`src/rtl/weight_update_ctrl_pkg.sv`:
```
// Shared Q6.10 constants, FSM encoding and 16-bit saturation helper for the
// weight update controller.
package weight_update_ctrl_pkg;
    localparam int Q_FRAC = 10;
    localparam int DATA_W = 16;
    localparam int PROD_W = 32;

    localparam logic signed [DATA_W-1:0] Q_MAX = 16'sh7FFF;
    localparam logic signed [DATA_W-1:0] Q_MIN = 16'sh8000;

    localparam logic [2:0] S_IDLE = 3'd0;
    localparam logic [2:0] S_RD   = 3'd1;
    localparam logic [2:0] S_MUL  = 3'd2;
    localparam logic [2:0] S_WR   = 3'd3;
    localparam logic [2:0] S_DONE = 3'd4;

    typedef struct packed {
        logic signed [DATA_W-1:0] value;
        logic                     clamped;
    } sat16_t;

    function automatic sat16_t sat16(input logic signed [PROD_W-1:0] x);
        sat16_t r;
        if (x > PROD_W'(Q_MAX)) begin
            r.value   = Q_MAX;
            r.clamped = 1'b1;
        end else if (x < PROD_W'(Q_MIN)) begin
            r.value   = Q_MIN;
            r.clamped = 1'b1;
        end else begin
            r.value   = x[DATA_W-1:0];
            r.clamped = 1'b0;
        end
        return r;
    endfunction
endpackage

```
`src/rtl/weight_update_ctrl_if.sv`:
```
// Scheduler handshake plus activation/weight RAM ports of the update controller.
interface weight_update_ctrl_if #(
    parameter int ADDR_W = 4
);
    import weight_update_ctrl_pkg::*;

    logic                     start;
    logic signed [DATA_W-1:0] delta;
    logic [ADDR_W-1:0]        act_addr;
    logic signed [DATA_W-1:0] act_data;
    logic [ADDR_W-1:0]        w_addr;
    logic signed [DATA_W-1:0] w_rdata;
    logic                     w_we;
    logic signed [DATA_W-1:0] w_wdata;
    logic                     busy;
    logic                     done;
    logic                     sat_flag;

    modport master (
        input  start, delta, act_data, w_rdata,
        output act_addr, w_addr, w_we, w_wdata, busy, done, sat_flag
    );

    modport slave (
        output start, delta, act_data, w_rdata,
        input  act_addr, w_addr, w_we, w_wdata, busy, done, sat_flag
    );
endinterface

```
`src/rtl/weight_update_ctrl_mul_sat.sv`:
```
// Registered signed Q6.10 multiply; product is rescaled and clamped to 16 bits.
module q610_mul_sat
    import weight_update_ctrl_pkg::*;
(
    input  logic                     clk,
    input  logic                     rst,
    input  logic                     en,
    input  logic signed [DATA_W-1:0] a,
    input  logic signed [DATA_W-1:0] b,
    output logic signed [DATA_W-1:0] dw,
    output logic                     sat
);
    logic signed [PROD_W-1:0] p;
    sat16_t                   r;

    always_ff @(posedge clk) begin
        if (!rst) begin
            p <= '0;
        end else if (en) begin
            p <= a * b;
        end
    end

    assign r   = sat16(p >>> Q_FRAC);
    assign dw  = r.value;
    assign sat = r.clamped;
endmodule

```
`src/rtl/weight_update_ctrl.sv`:
```
// Per-node weight update sequencer: w[i] <= sat(w[i] - (sat(delta*a[i]) >>> LR_SHIFT)).
// state | meaning
// IDLE  | waiting for start
// RD    | addresses driven with idx
// MUL   | RAM data valid, product and weight captured
// WR    | updated weight written, advance or finish
// DONE  | one-cycle completion pulse, start accepted here
module weight_update_ctrl
    import weight_update_ctrl_pkg::*;
#(
    parameter int N_WEIGHTS = 16,
    parameter int ADDR_W    = 4,
    parameter int LR_SHIFT  = 3
) (
    input logic                  clk,
    input logic                  rst,
    weight_update_ctrl_if.master bus
);
    localparam logic [ADDR_W-1:0] LAST_IDX = ADDR_W'(N_WEIGHTS - 1);

    logic [2:0]               state;
    logic [ADDR_W-1:0]        idx;
    logic signed [DATA_W-1:0] delta_q;
    logic signed [DATA_W-1:0] w_reg;
    logic                     sat_q;
    logic signed [DATA_W-1:0] dw;
    logic                     mul_sat;
    logic signed [DATA_W-1:0] step;
    logic signed [DATA_W:0]   diff;
    sat16_t                   res;

    q610_mul_sat u_mul (
        .clk (clk),
        .rst (rst),
        .en  (state == S_MUL),
        .a   (delta_q),
        .b   (bus.act_data),
        .dw  (dw),
        .sat (mul_sat)
    );

    assign step = dw >>> LR_SHIFT;
    assign diff = (DATA_W+1)'(w_reg) - (DATA_W+1)'(step);
    assign res  = sat16(PROD_W'(diff));

    always_ff @(posedge clk) begin
        if (!rst) begin
            state   <= S_IDLE;
            idx     <= '0;
            delta_q <= '0;
            w_reg   <= '0;
            sat_q   <= 1'b0;
        end else begin
            case (state)
                S_IDLE, S_DONE: begin
                    if (bus.start) begin
                        state   <= S_RD;
                        idx     <= '0;
                        delta_q <= bus.delta;
                        sat_q   <= 1'b0;
                    end else begin
                        state <= S_IDLE;
                    end
                end
                S_RD: state <= S_MUL;
                S_MUL: begin
                    w_reg <= bus.w_rdata;
                    state <= S_WR;
                end
                S_WR: begin
                    if (mul_sat || res.clamped) sat_q <= 1'b1;
                    if (idx == LAST_IDX) begin
                        state <= S_DONE;
                    end else begin
                        idx   <= idx + ADDR_W'(1);
                        state <= S_RD;
                    end
                end
                default: state <= S_IDLE;
            endcase
        end
    end

    assign bus.act_addr = idx;
    assign bus.w_addr   = idx;
    assign bus.w_we     = (state == S_WR);
    assign bus.w_wdata  = (state == S_WR) ? res.value : '0;
    assign bus.busy     = (state == S_RD) || (state == S_MUL) || (state == S_WR);
    assign bus.done     = (state == S_DONE);
    assign bus.sat_flag = sat_q;
endmodule

```
`src/flat_wrapper.sv`:
```
// flat-port wrapper written by rule: the top's interface ports become plain ports
module weight_update_ctrl_flat import weight_update_ctrl_pkg::*;
#(
    parameter int N_WEIGHTS = 16,
    parameter int ADDR_W    = 4,
    parameter int LR_SHIFT  = 3
)
  (clk, rst, bus_start, bus_delta, bus_act_data, bus_w_rdata, bus_act_addr, bus_w_addr, bus_w_we, bus_w_wdata, bus_busy, bus_done, bus_sat_flag);
  weight_update_ctrl_if #(.ADDR_W(ADDR_W)) bus_i ();
  input logic clk;
  input logic rst;
  input wire logic [$bits(bus_i.start)-1:0] bus_start;
  input wire logic [$bits(bus_i.delta)-1:0] bus_delta;
  input wire logic [$bits(bus_i.act_data)-1:0] bus_act_data;
  input wire logic [$bits(bus_i.w_rdata)-1:0] bus_w_rdata;
  output wire logic [$bits(bus_i.act_addr)-1:0] bus_act_addr;
  output wire logic [$bits(bus_i.w_addr)-1:0] bus_w_addr;
  output wire logic [$bits(bus_i.w_we)-1:0] bus_w_we;
  output wire logic [$bits(bus_i.w_wdata)-1:0] bus_w_wdata;
  output wire logic [$bits(bus_i.busy)-1:0] bus_busy;
  output wire logic [$bits(bus_i.done)-1:0] bus_done;
  output wire logic [$bits(bus_i.sat_flag)-1:0] bus_sat_flag;
  assign bus_i.start = bus_start;
  assign bus_i.delta = bus_delta;
  assign bus_i.act_data = bus_act_data;
  assign bus_i.w_rdata = bus_w_rdata;
  assign bus_act_addr = bus_i.act_addr;
  assign bus_w_addr = bus_i.w_addr;
  assign bus_w_we = bus_i.w_we;
  assign bus_w_wdata = bus_i.w_wdata;
  assign bus_busy = bus_i.busy;
  assign bus_done = bus_i.done;
  assign bus_sat_flag = bus_i.sat_flag;
  weight_update_ctrl #(.N_WEIGHTS(N_WEIGHTS), .ADDR_W(ADDR_W), .LR_SHIFT(LR_SHIFT)) u_core (.clk(clk), .rst(rst), .bus(bus_i));
endmodule
```
`config.mk`:
```
export PLATFORM = sky130hd
export DESIGN_NAME = weight_update_ctrl_flat
export DESIGN_NICKNAME = d
export VERILOG_FILES = /design/src/rtl/weight_update_ctrl_pkg.sv /design/src/rtl/weight_update_ctrl_if.sv /design/src/rtl/weight_update_ctrl_mul_sat.sv /design/src/rtl/weight_update_ctrl.sv /design/src/flat_wrapper.sv
export SDC_FILE = /design/constraint.sdc
export NUM_CORES = 1
export LEC_CHECK = 0
export ABC_CLOCK_PERIOD_IN_PS = 12300
export BUFFER_PORTS_ARGS = -buffer_cell sky130_fd_sc_hd__buf_2
export CORE_UTILIZATION = 60
export CTS_CLUSTER_DIAMETER = 150
export DETAILED_ROUTE_END_ITERATION = 10
export HOLD_SLACK_MARGIN = 0.02
export PLACE_DENSITY = 0.79
export SYNTH_ARGS = -nofsm -noshare
export SYNTH_HDL_FRONTEND = slang
export SYNTH_SLANG_ARGS = --single-unit
```
`constraint.sdc`:
```
create_clock -name clk -period 12.3 [get_ports clk]
set_input_delay 1.23 -clock clk [delete_from_list [all_inputs] [get_ports clk]]
set_output_delay 1.23 -clock clk [all_outputs]
set_load 0.1 [all_outputs]
```
==> results.toml, run 1 <==
[synth]
syn-mean-instance-area_um2 = 8.764
synth_cell_type_count = 51
ys_warn_count = 0
yosys-top-cells-area = "fa_1 (42%), ha_1 (9.5%), dfxtp_1 (9.4%), inv_1 (9.4%), nand2_1 (7.2%)"
syn_inst = 1436
synth_top_area_share_pct = 41.68
synth_area_mm2 = 0.01258
yosysTopAreaCell = "fa_1"
ys_ff_latch = 59
ys.flop_type = "dfxtp_1"
synth-seq-area-share_pct = 9.386
syn_nets = 1845
postSynth.asyncResetShare_pct = 0
synth_edf_count = 0

[die]
die_w_um = 146.8
die_y_um = 146.8
coreArea_mm2 = 0.02043
start_util_pct = 61.60
ioPinCount = 79
rows = 52
dieArea_mm2 = 0.02156

[sta]
max_clock_freq_ghz = 0.1431
post-route-min-period_ps = 6986
tns_ps = 0
slew_headroom_pct = 26.60
hold_viol_final = 0
rsz0062_at_grt = "false"
worst_pin_slew_ps = 1100
fin_ws_ps = 5314
setup_viol = 0
drv_slew = 0
skew_ps = 3.932
period_share_pct = 56.80

[critical_path]
cp_slowest_cell = "fa_1"
crit_fanout = 16
worst-endpoint-arrival_ps = 7190
endpoint_kind = "register"
crit_family = "adder cells"
path_cells = "buf_2 -> nand2_1 -> inv_1 -> fa_1 -> fa_1 -> inv_1 -> fa_1 -> fa_1 -> fa_1 -> fa_1 -> inv_1 -> ha_1 -> a21o_1 -> a21o_1 -> a211oi_1 -> o21bai_1 -> a21o_1 -> a21oi_1 -> o221ai_1 -> xnor2_1 -> o21ai_0"
crit_path_start_kind = "input port"
crit_type = "in2reg"
worst_path_most_repeated_cell = "fa_1"
crit_buf_inv = 4
max_stage_delay_ps = 730
critPathRequiredTime_ps = 12500

[placed_design]
postPlaceCellArea_mm2 = 0.01311
gp_congestion = 0.8899
place_ws_ps = 5010
numPortBuffers = 78
dpl.hpwl_um = 23150

[global_route]
grt_start_max_net_pins = 64
globalRouteOverflowTotal = 0
gr-usage-all-layers_pct = 28.43
grt_pass1_vias = 10300
antenna_found_initial = 0
grt_pass1_wl_um = 48430

[routing]
dr_total_vias = 9447
first_pass_iters = 5
ant_nets = 0
drc_errors = 0
wl_um = 27920
drt_iter0_markers = 470
routedWlPerCell_um = 15.98
viasPerCell = 5.408

[clocking]
cts_sinks = 59
ctsResizeCount = 0
cts_setup_buffers = 0
clockBufferDepth = 2
clockRootBuffer = "clkbuf_16"
cts.clk_slew.worst_paths_ps = 50
holdBufCountCts = 0
clock_latency_ps = 330
cts_tree = "built"
cts_buffers = 9
h-tree-depth = 3

[finish]
final_cell_area_mm2 = 0.01342
final_cell_mix = "inv_1 (314), fa_1 (262), nand2_1 (240)"
final_util_pct = 65.71
num-nets-final = 1881
drive_above_1_share_pct = 7.109
diodes = 0
largest_reg_flops = 19
mostFrequentLayoutCell = "inv_1"
area_growth_pct = 6.671

[pwr]
power_density_mw_per_mm2 = 240.3
p_clk_share_pct = 8.1
power.switching_uw = 1739
seqPwrFrac_pct = 8.7
peakVddDrop_mv = 0.2614
combPwrFrac_pct = 83.2
internal_power_uw = 1486
swShare_pct = 53.93
leakage_uw = 0.006777

[min_path]
worstHoldPathType = "reg2reg"

[outcome]
status = "finished, final reports clean"

[job]
max_cap_viol_count = 0
-- Yosys cell counts, types with 3 or more instances --
cell      instances
o21a_1            9
clkbuf_1         50
o21ai_0          50
fa_1            262
nand4b_1          4
nand3_1          17
nor3b_1           4
nand4_1           5
and3_1            4
a21oi_1          29
and2_1          116
nand2b_1          9
xnor2_1          28
nor2_1           28
xor2_1           17
o21bai_1          4
nor2b_1           4
a21boi_0         35
a21o_1           10
buf_4             4
nand2_1         240
a31oi_1           4
a211o_1           3
nor3_1            4
inv_1           314
dfxtp_1          59
ha_1             96
-- worst paths after layout --
| kind | from | end | slack [ps] | depth (start not counted) |
|---|---|---|---|---|
| setup / recovery | bus_act_data[1] | u_core.u_mul.p[31] | 5310 | 21 |
| hold reg to reg | u_core.w_reg[13] | u_core.w_reg[13] | 470 | 2 |
| hold / removal | u_core.w_reg[13] | u_core.w_reg[13] | 470 | 2 |
| setup reg to reg | u_core.delta_q[15] | u_core.u_mul.p[31] | 5640 | 20 |
-- power groups by stage --
stage          sequential [uW]  combinational [uW]  clock [uW]
6_report                   280                2680         262
5_1_grt                    284                3040         274
4_1_cts                    278                2700         264
3_5_place_dp               281                2680           0
3_3_place_gp               281                2620           0
2_1_floorplan              257                2120           0
-- worst register-to-register path: cells and delay by family (launching register included) --
kind,cells,cell delay [ps]
buffers and inverters,3,520
AOI/OAI and AO/OA,8,1350
xor gates and xnor gates,1,170
DFF,1,740
adders and majority gates,7,3550
and+or+nand+nor,1,200
-- routing by layer --
layer	part of all wire, %	GRT usage, %	vias to the layer above
li1	-	-	4375
met1	39	33.74	4800
met2	55	54.53	216
met3	3.3	2.671	56
met4	2.9	7.552	0
met5	0	0	-
-- cell type report --
| type | instances | area, um^2 |
|---|---|---|
| repair buffers | 82 | 420.4 |
| well taps | 270 | 337.8 |
| clock buffers | 11 | 232.7 |
| inverters | 314 | 1179 |
| multi-input cells | 1006 | 9996 |
| clock inverters | 5 | 77.57 |
| fillers | 1697 | 7005 |
| flip-flops and latches | 59 | 1181 |
-- stage by stage --
step	hold slack [ps]	total power, uW	instances
2_1_floorplan	437.8	2375	1436
3_3_place_gp	455.8	2901	1731
3_5_place_dp	466.0	2964	1731
4_1_cts	474.6	3245	1747
5_1_grt	495.1	3599	1747
6_report	471.3	3225	1747
-- logic make-up after synthesis --
family                   after synthesis  share of synthesized area [%]
AO/OA/AOI/OAI                        161                          8.411
buffers and inverters                371                          11.20
AND/OR/NAND/NOR                      441                          16.56
adder cells (fa/ha/maj)              358                          51.22
multiplexers                           1                        0.07954
XOR/XNOR                              45                          3.132
flip-flops                            59                          9.386
Power figures use the tool's default switching activity.
==> inputs of run 2 (changes only) <==
--- a/config.mk
+++ b/config.mk
@@ -5,13 +5,13 @@
 export SDC_FILE = /design/constraint.sdc
 export NUM_CORES = 1
 export LEC_CHECK = 0
-export ABC_CLOCK_PERIOD_IN_PS = 12300
+export ABC_CLOCK_PERIOD_IN_PS = 5900
 export BUFFER_PORTS_ARGS = -buffer_cell sky130_fd_sc_hd__buf_2
-export CORE_UTILIZATION = 60
+export CORE_UTILIZATION = 58
 export CTS_CLUSTER_DIAMETER = 150
 export DETAILED_ROUTE_END_ITERATION = 10
 export HOLD_SLACK_MARGIN = 0.02
-export PLACE_DENSITY = 0.79
+export PLACE_DENSITY = 0.8
 export SYNTH_ARGS = -nofsm -noshare
 export SYNTH_HDL_FRONTEND = slang
 export SYNTH_SLANG_ARGS = --single-unit
==> constraint.sdc (replaced) <==
create_clock -name clk -period 5.9 [get_ports clk]
set_input_delay 0.59 -clock clk [delete_from_list [all_inputs] [get_ports clk]]
set_output_delay 0.59 -clock clk [all_outputs]
set_load 0.1 [all_outputs]
==> results.toml, run 2 (synthesis results as in run 1) <==
[critical_path]
critPathRequiredTime_ps = 6100
crit_type = "reg2reg"
path_cells = "buf_12 -> and2_4 -> fa_1 -> inv_1 -> fa_1 -> inv_2 -> fa_1 -> fa_1 -> inv_2 -> fa_1 -> fa_1 -> inv_2 -> ha_4 -> nand3_2 -> a21o_1 -> and3_4 -> o21a_1 -> o31ai_4 -> a21oi_4 -> o41ai_2 -> xnor2_1 -> o21ai_1"
reg2regPathDepth = 22
cp_slowest_cell = "fa_1"
worst_path_most_repeated_cell = "fa_1"
path_depth = 22
max_stage_delay_ps = 580
crit_path_start_kind = "register"
r2r_start = "u_core.delta_q[7]"
crit_family = "adder cells"
r2r_slack_ps = 2
r2r_end = "u_core.u_mul.p[30]"
worst-endpoint-arrival_ps = 6100
endpoint = "u_core.u_mul.p[30]"
crit_path_start = "u_core.delta_q[7]"
crit_fanout = 7
endpoint_kind = "register"
crit_buf_inv = 5

[routing]
first_pass_iters = 5
wl_met3_um = 1476
dr_total_vias = 10230
wl_um = 31770
wl_met1_um = 11230
dr_wl_met2_um = 17210
drt_iter0_markers = 547
viasPerCell = 5.432
routed.top_layer = "met4"
ant_nets = 0
drc_errors = 0
routedWlPerCell_um = 16.86

[sta]
max_clock_freq_ghz = 0.1696
period_share_pct = 99.96
setup_viol = 0
drv_slew = 0
hold_viol_final = 0
rsz0062_at_grt = "true"
worst_pin_slew_ps = 1110
slew_headroom_pct = 25.91
post-route-min-period_ps = 5898
skew_ps = 6.913

[clocking]
clock_latency_ps = 330
clockRootBuffer = "clkbuf_16"
h-tree-depth = 3
cts_buffers = 9
cts_tree = "built"
holdBufCountCts = 0
cts.clk_slew.worst_paths_ps = 50
clockBufferDepth = 2
cts_sinks = 59

[pwr]
peakVddDrop_mv = 0.6775
internal_power_uw = 4042
power.switching_uw = 4128
seqPwrFrac_pct = 6.9
power_density_mw_per_mm2 = 547.4
combPwrFrac_pct = 86.1
p_clk_share_pct = 7.0
leakage_uw = 0.007506
swShare_pct = 50.53

[global_route]
grt_pass1_wl_um = 51340
grt_pass1_vias = 10950
grt_start_max_net_pins = 64
gr-usage-all-layers_pct = 29.45
antenna_found_initial = 0
globalRouteOverflowTotal = 0

[placed_design]
numPortBuffers = 78
gp_congestion = 0.9108
postPlaceCellArea_mm2 = 0.01414
dpl.hpwl_um = 25440
place_inst = 1854

[finish]
num-nets-final = 2013
mostFrequentLayoutCell = "inv_1"
drive_above_1_share_pct = 19.39
final_cell_mix = "inv_1 (298), fa_1 (255), nand2_1 (237)"
final_cell_area_mm2 = 0.01493
largest_reg_flops = 19
diodes = 0
fin_cells = 1884
area_growth_pct = 18.60

[die]
dieArea_mm2 = 0.02229
die_y_um = 149.3
rows = 53
die_w_um = 149.3
coreArea_mm2 = 0.02115
ioPinCount = 79
start_util_pct = 59.49

[min_path]
worstHoldPathType = "reg2reg"

[outcome]
status = "finished, final reports clean"

[job]
max_cap_viol_count = 0
[run 2: cell count changes in the layout (fill, tap and decap cells not counted), moves of 7 or more]
cell,previous run,this run
inv_1,314,298
fa_2,0,7
buf_12,0,9
and2_1,116,106
buf_4,4,128
dfxtp_1,59,46
dfxtp_4,0,8
ha_4,0,9
fa_1,262,255
buf_2,78,66
inv_2,0,16
and2_4,0,10
ha_1,96,86
[run 2: layout make-up]
| type | instances | area (um^2) |
|---|---|---|
| multi-input combinational | 1006 | 10260 |
| tap | 275 | 344.1 |
| fill | 1527 | 6228 |
| inverter | 314 | 1179 |
| sequential | 59 | 1217 |
| clock inverter | 4 | 72.57 |
| timing repair buffer | 214 | 1594 |
| clock buffer | 12 | 256.5 |
[run 2: through the flow]
| step | utilization (%) | setup slack [ps] | power [uW] | hold WS (ps) | TNS (ps) |
|---|---|---|---|---|---|
| after detailed placement | 66.85 | -380.8 | 6962 | 466.3 | -4190 |
| after global placement | 66.85 | -260.5 | 6755 | 455.9 | -2350 |
| after floorplan | - | -3.289 | 5007 | 437.8 | -3.289 |
| final | 70.56 | 2.486 | 8170 | 469.0 | 0 |
| after CTS | 68.72 | -11.07 | 7648 | 472.8 | -11.07 |
| after global routing | 70.56 | -204.1 | 8985 | 494.1 | -1075 |
[run 2: power groups by stage]
stage	clock [uW]	sequential [uW]	combinational, uW
after global placement	0	555	6200
after detailed placement	0	558	6400
after global routing	596	565	7820
after CTS	576	554	6520
final	574	560	7040
after floorplan	0	536	4470
[run 2: worst register-to-register path: stages, from the launching register on]
cell and delay (ps):
dfxtp_4 370, buf_12 150, and2_4 140, fa_1 470, inv_1 50, fa_1 490
inv_2 40, fa_1 490, fa_1 580, inv_2 40, fa_1 490, fa_1 550
inv_2 50, ha_4 280, nand3_2 80, a21o_1 180, and3_4 150, o21a_1 140
o31ai_4 300, a21oi_4 120, o41ai_2 310, xnor2_1 180, o21ai_1 120
[run 2: what timing repair did]
item	CTS	global route
cloned	0	1
pin swaps	5	70
resized for setup	22	84
setup buffers	1	12
setup endpoints to repair	13	15
[run 2: worst min path at each step]
stage	cells after the start	startpoint	endpoint	slack, ps
final	2	u_core.w_reg[10]	u_core.w_reg[10]	470
after floorplan	2	u_core.u_mul.p[14]	u_core.u_mul.p[14]	440
after detailed placement	2	u_core.w_reg[10]	u_core.w_reg[10]	470
after global placement	2	u_core.u_mul.p[14]	u_core.u_mul.p[14]	460
after global routing	2	u_core.u_mul.p[14]	u_core.u_mul.p[14]	490
after CTS	2	u_core.w_reg[10]	u_core.w_reg[10]	470
[run 2: layer usage]
metal  vias up  global-route usage [%]
li1       4646                       -
met3       144                   4.312
met4         0                   12.19
met2       336                   54.93
met1      5108                   33.39
met5         -                       0
==> inputs of run 3 (changes only) <==
--- a/config.mk
+++ b/config.mk
@@ -5,13 +5,13 @@
 export SDC_FILE = /design/constraint.sdc
 export NUM_CORES = 1
 export LEC_CHECK = 0
-export ABC_CLOCK_PERIOD_IN_PS = 5900
+export ABC_CLOCK_PERIOD_IN_PS = 5800
 export BUFFER_PORTS_ARGS = -buffer_cell sky130_fd_sc_hd__buf_2
-export CORE_UTILIZATION = 58
+export CORE_UTILIZATION = 60
 export CTS_CLUSTER_DIAMETER = 150
 export DETAILED_ROUTE_END_ITERATION = 10
 export HOLD_SLACK_MARGIN = 0.02
-export PLACE_DENSITY = 0.8
+export PLACE_DENSITY = 0.9
 export SYNTH_ARGS = -nofsm -noshare
 export SYNTH_HDL_FRONTEND = slang
 export SYNTH_SLANG_ARGS = --single-unit
==> constraint.sdc (replaced) <==
create_clock -name clk -period 5.8 [get_ports clk]
set_input_delay 0.58 -clock clk [delete_from_list [all_inputs] [get_ports clk]]
set_output_delay 0.58 -clock clk [all_outputs]
set_load 0.1 [all_outputs]
==> results.toml, run 3 (synthesis results as in run 1) <==
[outcome]
status = "finished with violations"
violations = "negative setup slack"

[placed_design]
dpl.hpwl_um = 26630
gp_congestion = 0.8933
postPlaceCellArea_mm2 = 0.01418
numPortBuffers = 78
place_inst = 1851

[sta]
setup_viol = 16
drv_slew = 0
period_share_pct = 105.6
fin_ws_ps = -325.3
skew_ps = 8.388
worst_pin_slew_ps = 1106
hold_viol_final = 0
rsz0062_at_grt = "true"
post-route-min-period_ps = 6125
max_clock_freq_ghz = 0.1633
slew_headroom_pct = 26.19

[critical_path]
crit_fanout = 6
endpoint_kind = "register"
worst_path_most_repeated_cell = "fa_1"
critPathRequiredTime_ps = 6010
max_stage_delay_ps = 550
crit_buf_inv = 4
crit_type = "reg2reg"
crit_family = "adder cells"
crit_path_start_kind = "register"
worst-endpoint-arrival_ps = 6340
path_cells = "buf_6 -> nand2_1 -> fa_1 -> inv_1 -> fa_1 -> fa_1 -> inv_1 -> fa_1 -> inv_1 -> fa_1 -> fa_1 -> ha_1 -> a21o_1 -> a21oi_2 -> and2_4 -> nor3_4 -> a211o_1 -> a31oi_2 -> xor2_1 -> o21ai_1 -> and2_1"
cp_slowest_cell = "fa_1"

[pwr]
power_density_mw_per_mm2 = 590.0
peakVddDrop_mv = 0.5750
leakage_uw = 0.007548

[clocking]
clock_latency_ps = 320
cts_tree = "built"
h-tree-depth = 3
cts_buffers = 9
clockRootBuffer = "clkbuf_16"
cts_sinks = 59
clockBufferDepth = 2
cts.clk_slew.worst_paths_ps = 50
holdBufCountCts = 0

[die]
ioPinCount = 79
coreArea_mm2 = 0.02043
die_y_um = 146.8
die_w_um = 146.8
start_util_pct = 61.60
dieArea_mm2 = 0.02156
rows = 52

[min_path]
worstHoldPathType = "reg2reg"

[global_route]
grt_pass1_wl_um = 56610
globalRouteOverflowTotal = 0
gr-usage-all-layers_pct = 33.43
grt_pass1_vias = 11920
grt_start_max_net_pins = 64
antenna_found_initial = 1

[routing]
viasPerCell = 5.780
drt_iter0_markers = 1050
drc_errors = 0
wl_um = 36980
routedWlPerCell_um = 19.57
first_pass_iters = 6
ant_nets = 0
dr_total_vias = 10930

[finish]
final_cell_mix = "inv_1 (299), fa_1 (250), nand2_1 (234)"
final_cell_area_mm2 = 0.01503
diodes = 0
largest_reg_flops = 19
num-nets-final = 2024
area_growth_pct = 19.40
mostFrequentLayoutCell = "inv_1"
fin_cells = 1890
drive_above_1_share_pct = 21.17

[job]
max_cap_viol_count = 0
[run 3: changes by cell type in the layout (fill, tap and decap cells not counted), sizes merged]
cell,previous run,this run
bufinv,2,0
clkbuf,17,14
clkinv,1,3
buf,209,223
[run 3: layer usage]
metal | global-route usage [%] | routed length (um) | vias up
met2 | 62.25 | 19010 | 649
met5 | 0 | 0 | -
met1 | 35.84 | 12200 | 5373
li1 | - | - | 4663
met4 | 20.47 | 3161 | 0
met3 | 4.379 | 2610 | 240
[run 3: worst paths after layout]
path | start | end | slack, ps | depth (start not counted)
setup / recovery | u_core.delta_q[5] | u_core.u_mul.p[27] | -330 | 21
hold / removal | u_core.w_reg[14] | u_core.w_reg[14] | 470 | 2
setup reg to reg | u_core.delta_q[5] | u_core.u_mul.p[27] | -330 | 21
hold reg to reg | u_core.w_reg[14] | u_core.w_reg[14] | 470 | 2
[run 3: worst min-delay path: cells and delay by family (launching register included)]
family / cells / cell delay, ps
simple gates: 1 / 50
flops: 1 / 310
compound gates: 1 / 60
[run 3: what timing repair did]
action                     in CTS  in global routing
resized for setup              67                 60
buffers inserted               16                 12
pin swaps                      39                 51
setup endpoints to repair      16                 19
[run 3: final cells by class]
type / count / area [um^2]
Clock buffer: 12 / 246.5
Clock inverter: 4 / 26.28
Fill cell: 1310 / 5404
Inverter: 314 / 1179
Multi-Input combinational cell: 1006 / 10380
Sequential cell: 59 / 1221
Tap cell: 270 / 337.8
Timing Repair Buffer: 225 / 1635
[run 3: per-stage QoR]
stage | worst slack (ps) | hold slack (ps) | util (%) | setup TNS [ps] | power (uW)
finish | -325.3 | 473.7 | 73.55 | -3065 | 8865
detailed placement | -495.6 | 467.3 | 69.43 | -6082 | 7226
global placement | -350.3 | 454.8 | 69.43 | -3161 | 6906
CTS | -15.01 | 471.4 | 72.07 | -29.72 | 8015
global route | -519.5 | 497.4 | 73.55 | -6110 | 9572
floorplan | -5.571 | 437.8 | - | -5.571 | 5202
[run 3: report_power, final]
group,total [uW],switching [uW],internal (uW)
clock,484,184,300
sequential,572,82.8,489
combinational,7810,4440,3370
total,8860,4710,4160
